**src/rtl/truth_table_sweeper_if.sv**
```systemverilog
// Bus between a start/done requester, the sweeper and the datapath under test.
// The master side requests sweeps and supplies the datapath output; the slave
// side is the sweeper itself.
interface truth_table_sweeper_if #(
   parameter int unsigned N_IN = 5
);
   logic                 start;
   logic                 abort;
   logic                 f_in;
   logic [N_IN-1:0]      vec_out;
   logic                 busy;
   logic                 done;
   logic [2**N_IN-1:0]   table_out;
   logic [N_IN:0]        ones_cnt;

   modport master (
      output start, abort, f_in,
      input  vec_out, busy, done, table_out, ones_cnt
   );

   modport slave (
      input  start, abort, f_in,
      output vec_out, busy, done, table_out, ones_cnt
   );
endinterface

```
**src/rtl/truth_table_sweeper.sv**
```systemverilog
// Exhaustive truth-table sweeper: walks every input vector of an N_IN-input
// combinational block in ascending order, holds each one SETTLE cycles, then
// samples the block output into table_out and keeps a running count of ones.
module truth_table_sweeper #(
   parameter int unsigned N_IN   = 5,
   parameter int unsigned SETTLE = 1
) (
   input logic                  clk,
   input logic                  rst_n,
   truth_table_sweeper_if.slave bus
);
   localparam int unsigned NVec = 2 ** N_IN;

   typedef enum logic [1:0] {StIdle, StApply, StSample, StDone} state_e;

   localparam logic [N_IN-1:0] LastVec  = '1;
   localparam logic [N_IN-1:0] VecOne   = N_IN'(1);
   localparam logic [3:0]      SettleLd = 4'(SETTLE);
   // With no settle time the vector is sampled on the cycle after it is driven.
   localparam state_e          HoldSt   = (SETTLE > 0) ? StApply : StSample;

   state_e            state_q;
   logic [3:0]        cnt_q;
   logic [N_IN-1:0]   vec_q;
   logic [NVec-1:0]   table_q;
   logic [N_IN:0]     ones_q;
   logic              busy_q;
   logic              done_q;

   // Sweep FSM; every output is a register updated here.
   always_ff @(posedge clk or negedge rst_n) begin
      if (!rst_n) begin
         state_q <= StIdle;
         cnt_q   <= '0;
         vec_q   <= '0;
         table_q <= '0;
         ones_q  <= '0;
         busy_q  <= 1'b0;
         done_q  <= 1'b0;
      end else begin
         done_q <= 1'b0;
         unique case (state_q)
            StIdle: begin
               // abort outranks start, so start=abort=1 does nothing
               if (bus.start && !bus.abort) begin
                  vec_q   <= '0;
                  table_q <= '0;
                  ones_q  <= '0;
                  cnt_q   <= SettleLd;
                  busy_q  <= 1'b1;
                  state_q <= HoldSt;
               end
            end
            StApply: begin
               if (bus.abort) begin
                  table_q <= '0;
                  ones_q  <= '0;
                  busy_q  <= 1'b0;
                  state_q <= StIdle;
               end else begin
                  cnt_q <= cnt_q - 4'd1;
                  if (cnt_q == 4'd1) begin
                     state_q <= StSample;
                  end
               end
            end
            StSample: begin
               if (bus.abort) begin
                  // sample in flight is dropped along with the partial table
                  table_q <= '0;
                  ones_q  <= '0;
                  busy_q  <= 1'b0;
                  state_q <= StIdle;
               end else begin
                  table_q[vec_q] <= bus.f_in;
                  ones_q         <= ones_q + (N_IN + 1)'(bus.f_in);
                  if (vec_q == LastVec) begin
                     busy_q  <= 1'b0;
                     done_q  <= 1'b1;
                     state_q <= StDone;
                  end else begin
                     vec_q   <= vec_q + VecOne;
                     cnt_q   <= SettleLd;
                     state_q <= HoldSt;
                  end
               end
            end
            StDone: begin
               state_q <= StIdle;
            end
            default: begin
               state_q <= StIdle;
            end
         endcase
      end
   end

   assign bus.vec_out   = vec_q;
   assign bus.busy      = busy_q;
   assign bus.done      = done_q;
   assign bus.table_out = table_q;
   assign bus.ones_cnt  = ones_q;
endmodule
```
**src/flat_wrapper.sv**
```systemverilog
// flat-port wrapper written by rule: the top's interface ports become plain ports
module truth_table_sweeper_flat 
#(
   parameter int unsigned N_IN   = 5,
   parameter int unsigned SETTLE = 1
)
  (clk, rst_n, bus_start, bus_abort, bus_f_in, bus_vec_out, bus_busy, bus_done, bus_table_out, bus_ones_cnt);
  truth_table_sweeper_if #(.N_IN(N_IN)) bus_i ();
  input logic clk;
  input logic rst_n;
  input wire logic [$bits(bus_i.start)-1:0] bus_start;
  input wire logic [$bits(bus_i.abort)-1:0] bus_abort;
  input wire logic [$bits(bus_i.f_in)-1:0] bus_f_in;
  output wire logic [$bits(bus_i.vec_out)-1:0] bus_vec_out;
  output wire logic [$bits(bus_i.busy)-1:0] bus_busy;
  output wire logic [$bits(bus_i.done)-1:0] bus_done;
  output wire logic [$bits(bus_i.table_out)-1:0] bus_table_out;
  output wire logic [$bits(bus_i.ones_cnt)-1:0] bus_ones_cnt;
  assign bus_i.start = bus_start;
  assign bus_i.abort = bus_abort;
  assign bus_i.f_in = bus_f_in;
  assign bus_vec_out = bus_i.vec_out;
  assign bus_busy = bus_i.busy;
  assign bus_done = bus_i.done;
  assign bus_table_out = bus_i.table_out;
  assign bus_ones_cnt = bus_i.ones_cnt;
  truth_table_sweeper #(.N_IN(N_IN), .SETTLE(SETTLE)) u_core (.clk(clk), .rst_n(rst_n), .bus(bus_i));
endmodule
```
**config.mk**
```make
export PLATFORM = sky130hd
export DESIGN_NAME = truth_table_sweeper_flat
export DESIGN_NICKNAME = d
export VERILOG_FILES = /design/src/rtl/truth_table_sweeper_if.sv /design/src/rtl/truth_table_sweeper.sv /design/src/flat_wrapper.sv
export SDC_FILE = /design/constraint.sdc
export NUM_CORES = 1
export LEC_CHECK = 0
export ABC_AREA = 1
export CAP_MARGIN = 15
export CORE_MARGIN = 3
export CORE_UTILIZATION = 45
export CTS_BUF_LIST = sky130_fd_sc_hd__clkbuf_8
export CTS_CLUSTER_SIZE = 14
export DETAILED_ROUTE_END_ITERATION = 6
export HOLD_SLACK_MARGIN = 0.1
export PLACE_DENSITY = 0.72
export SLEW_MARGIN = 20
export SYNTH_ARGS = -nofsm -noshare
export SYNTH_HDL_FRONTEND = slang
export SYNTH_SLANG_ARGS = --single-unit
```
**constraint.sdc**
```tcl
create_clock -name clk -period 1.8 [get_ports clk]
set_input_delay 0.36 -clock clk [delete_from_list [all_inputs] [get_ports clk]]
set_output_delay 0.36 -clock clk [all_outputs]
set_load 0.01 [all_outputs]
```
==> reports/qor.yml <==
clock_tree:
  cts_tree: "yes"
  path_clk_slew_ps: 90
  cts_buffers: 5
  htreeDepth: 2
  clock-sinks: 51
  cts.path.max_buffers: 2
  clk_latency_ps: 310
  root_buffer: "clkbuf_8"
setup_path:
  arrival_ps: 1370
  critPathLaunchType: "register"
  path_max_fanout: 10
  required_ps: 1440
  cp-end-kind: "output pin"
  path_class: "reg2out"
sta:
  setup_viol: 0
  tns_ps: 0
  drv_slew: 0
  period_minus_slack_ps: 1730
  slew_headroom: 0.761
  period_share: 0.959
  setup_ws_ps: 73.2
  timing.fmax_mhz: 579
  worst_pin_slew_ps: 355
  fin_skew_ps: 10.4
  rsz0062_at_grt: "false"
  hold_viol: 0
route:
  routedWlPerCell_microns: 12.6
  drt_first_pass_iters: 5
  routed-via-count: 2886
  post-route-drc-count: 0
  initialDrtViolationCount: 185
  avgViaCountPerCell: 4.97
  routed_wl_microns: 7330
  ant_nets: 0
synthesis:
  ys_seq_area_frac: 0.417
  synth.distinct_cells: 25
  avgSynthCellArea_sq_um: 7.01
  synth_area_sq_um: 3060
  ys.warnings.count: 0
  ys_seq_elements: 51
  synth_fp_nets: 455
  netlist_instances: 437
finish:
  syn2layout_area_growth_pct: 27.5
  fin_cells: 581
  nets: 522
  design_area_sq_um: 3900
  drive_above_1_share: 0.105
  n_antenna_cell: 0
placed_design:
  preCtsSetupSlack_ps: -25.2
  portBuffers: 49
  dp_hpwl_microns: 5330
  gp_congestion: 0.841
  placed_cell_area_sq_um: 3780
  dp_cells: 571
pwr:
  cellPowerDensity_nw_per_um2: 983
  ir_drop_v: 0.000628
  total_power_uw: 3840
  power.leakage_uw: 0.00197
floorplan:
  die_w_microns: 88.5
  ios: 50
  fp-row-count: 29
  dieArea_sq_um: 7830
  initial_utilization: 0.474
  die-height_microns: 88.5
  design.core.area_sq_um: 6460
global_routing:
  grtUsageTotal: 0.207
  grt_pass1_wl_microns: 12800
  antenna_found_initial: 0
  grt_max_degree: 52
  gr-max-usage-layer: "met2"
  met1_usage: 0.287
  grt_pass1_vias: 2822
  use_met3: 0.0242
  gr-usage-met2: 0.341
  grt-ovfl-total: 0
job:
  cap_violations: 0
min_path:
  hold_path.class: "reg2reg"
outcome:
  status: "complete, no violations"
==> state kept, by name (all words and copies together) (netlist names) <==
register and cells:
u_core.bus.table_out 32, u_core.cnt_q 4, u_core.bus.vec_out 5, u_core.bus.busy 1
u_core.bus.ones_cnt 6, u_core.bus.done 1, u_core.state_q 2
==> final timing paths <==
kind                                             from                       end  slack, ps  cells after the start
worst max-delay path            u_core.bus.vec_out[2]            bus_vec_out[2]         70                      2
worst min-delay path                  u_core.bus.busy           u_core.bus.busy        490                      2
worst max register to register  u_core.bus.vec_out[0]     u_core.bus.vec_out[3]        170                     10
worst min register to register        u_core.bus.busy           u_core.bus.busy        490                      2
max in group asynchronous                       rst_n     u_core.bus.vec_out[4]        970                      3
min in group asynchronous                       rst_n  u_core.bus.table_out[17]        560                      3
==> placed cells by master, fill, tap and decap left out, drive strengths merged <==
master and n:
a21oi 4, buf 26, clkbuf 6, clkdlybuf4s50 48
clkinv 1, dfrtp 51, dlygate4sd3 1, ha 13
inv 48, nand2 157, nand3 41, nand4 11
nor2 58, nor3 3, o211ai 1, o21ai 32
o21bai 1, xor2 2
==> through the flow <==
step / utilization / hold slack, ps
after floorplan: - / 64.4
after global placement: 0.585 / 370
after detailed placement: 0.585 / 374
after CTS: 0.600 / 487
after global routing: 0.604 / 520
final: 0.604 / 489
==> area by class of cell <==
| class | count | area [sq um] |
|---|---|---|
| Clock buffer | 6 | 82.6 |
| Clock inverter | 1 | 5.00 |
| Fill cell | 594 | 2560 |
| Inverter | 48 | 180 |
| Multi-Input combinational cell | 323 | 1540 |
| Sequential cell | 51 | 1280 |
| Tap cell | 77 | 96.3 |
| Timing Repair Buffer | 75 | 724 |
==> synthesized netlist by cell type <==
library cell	number	area, sq um
buf_1	1	3.75
nand2_1	152	571
nor3_1	3	15.0
o21bai_1	1	7.51
a21oi_4	1	16.3
clkbuf_1	1	3.75
nor2_1	53	199
o21ai_0	26	130
o21ai_1	6	30.0
inv_1	44	165
nand3_1	40	200
nor2_2	2	12.5
o211ai_1	1	7.51
a21oi_1	2	10.0
nand2_2	5	31.3
xor2_1	2	17.5
a21oi_2	1	8.76
buf_4	3	22.5
buf_2	11	55.1
dfrtp_1	51	1280
nand3_2	1	10.0
ha_1	13	163
nand4_1	11	68.8
nor2_4	2	22.5
inv_2	4	15.0
==> critical path: stages, from the launching register on <==
cell and delay, ps:
dfrtp_1 370, buf_6 150, clkdlybuf4s50_1 540
==> logic make-up (layout without fill, tap and decap cells) <==
| logic type | Yosys count | after routing | synth area share |
|---|---|---|---|
| AOI/OAI and AO/OA | 38 | 38 | 0.0687 |
| adders and majority gates | 13 | 13 | 0.0531 |
| xor gates and xnor gates | 2 | 2 | 0.00572 |
| and+or+nand+nor | 269 | 270 | 0.369 |
| buffers and inverters | 64 | 130 | 0.0866 |
| DFF | 51 | 51 | 0.417 |
==> per-layer routing <==
metal,vias to the layer above,share of wire,wire length [microns]
met5,-,0,0
met4,0,0.011,83
met3,6,0.050,368
met2,77,0.48,3500
met1,1300,0.46,3370
li1,1503,-,-
==> power breakdown <==
| group | internal [uW] | leakage [uW] | switching (uW) |
|---|---|---|---|
| clock network | 303 | 0.0000470 | 373 |
| logic | 648 | 0.00122 | 1240 |
| registers | 1220 | 0.000702 | 53.2 |
| total | 2170 | 0.00197 | 1670 |
==> what timing repair did <==
action,4_1_cts,5_1_grt
endpoints found under the setup margin,0,17
endpoints found under the hold margin,51,0
setup buffers,0,1
gates resized for setup,0,6
hold buffers,1,0
Note: power is estimated with default switching activity, not from simulation.
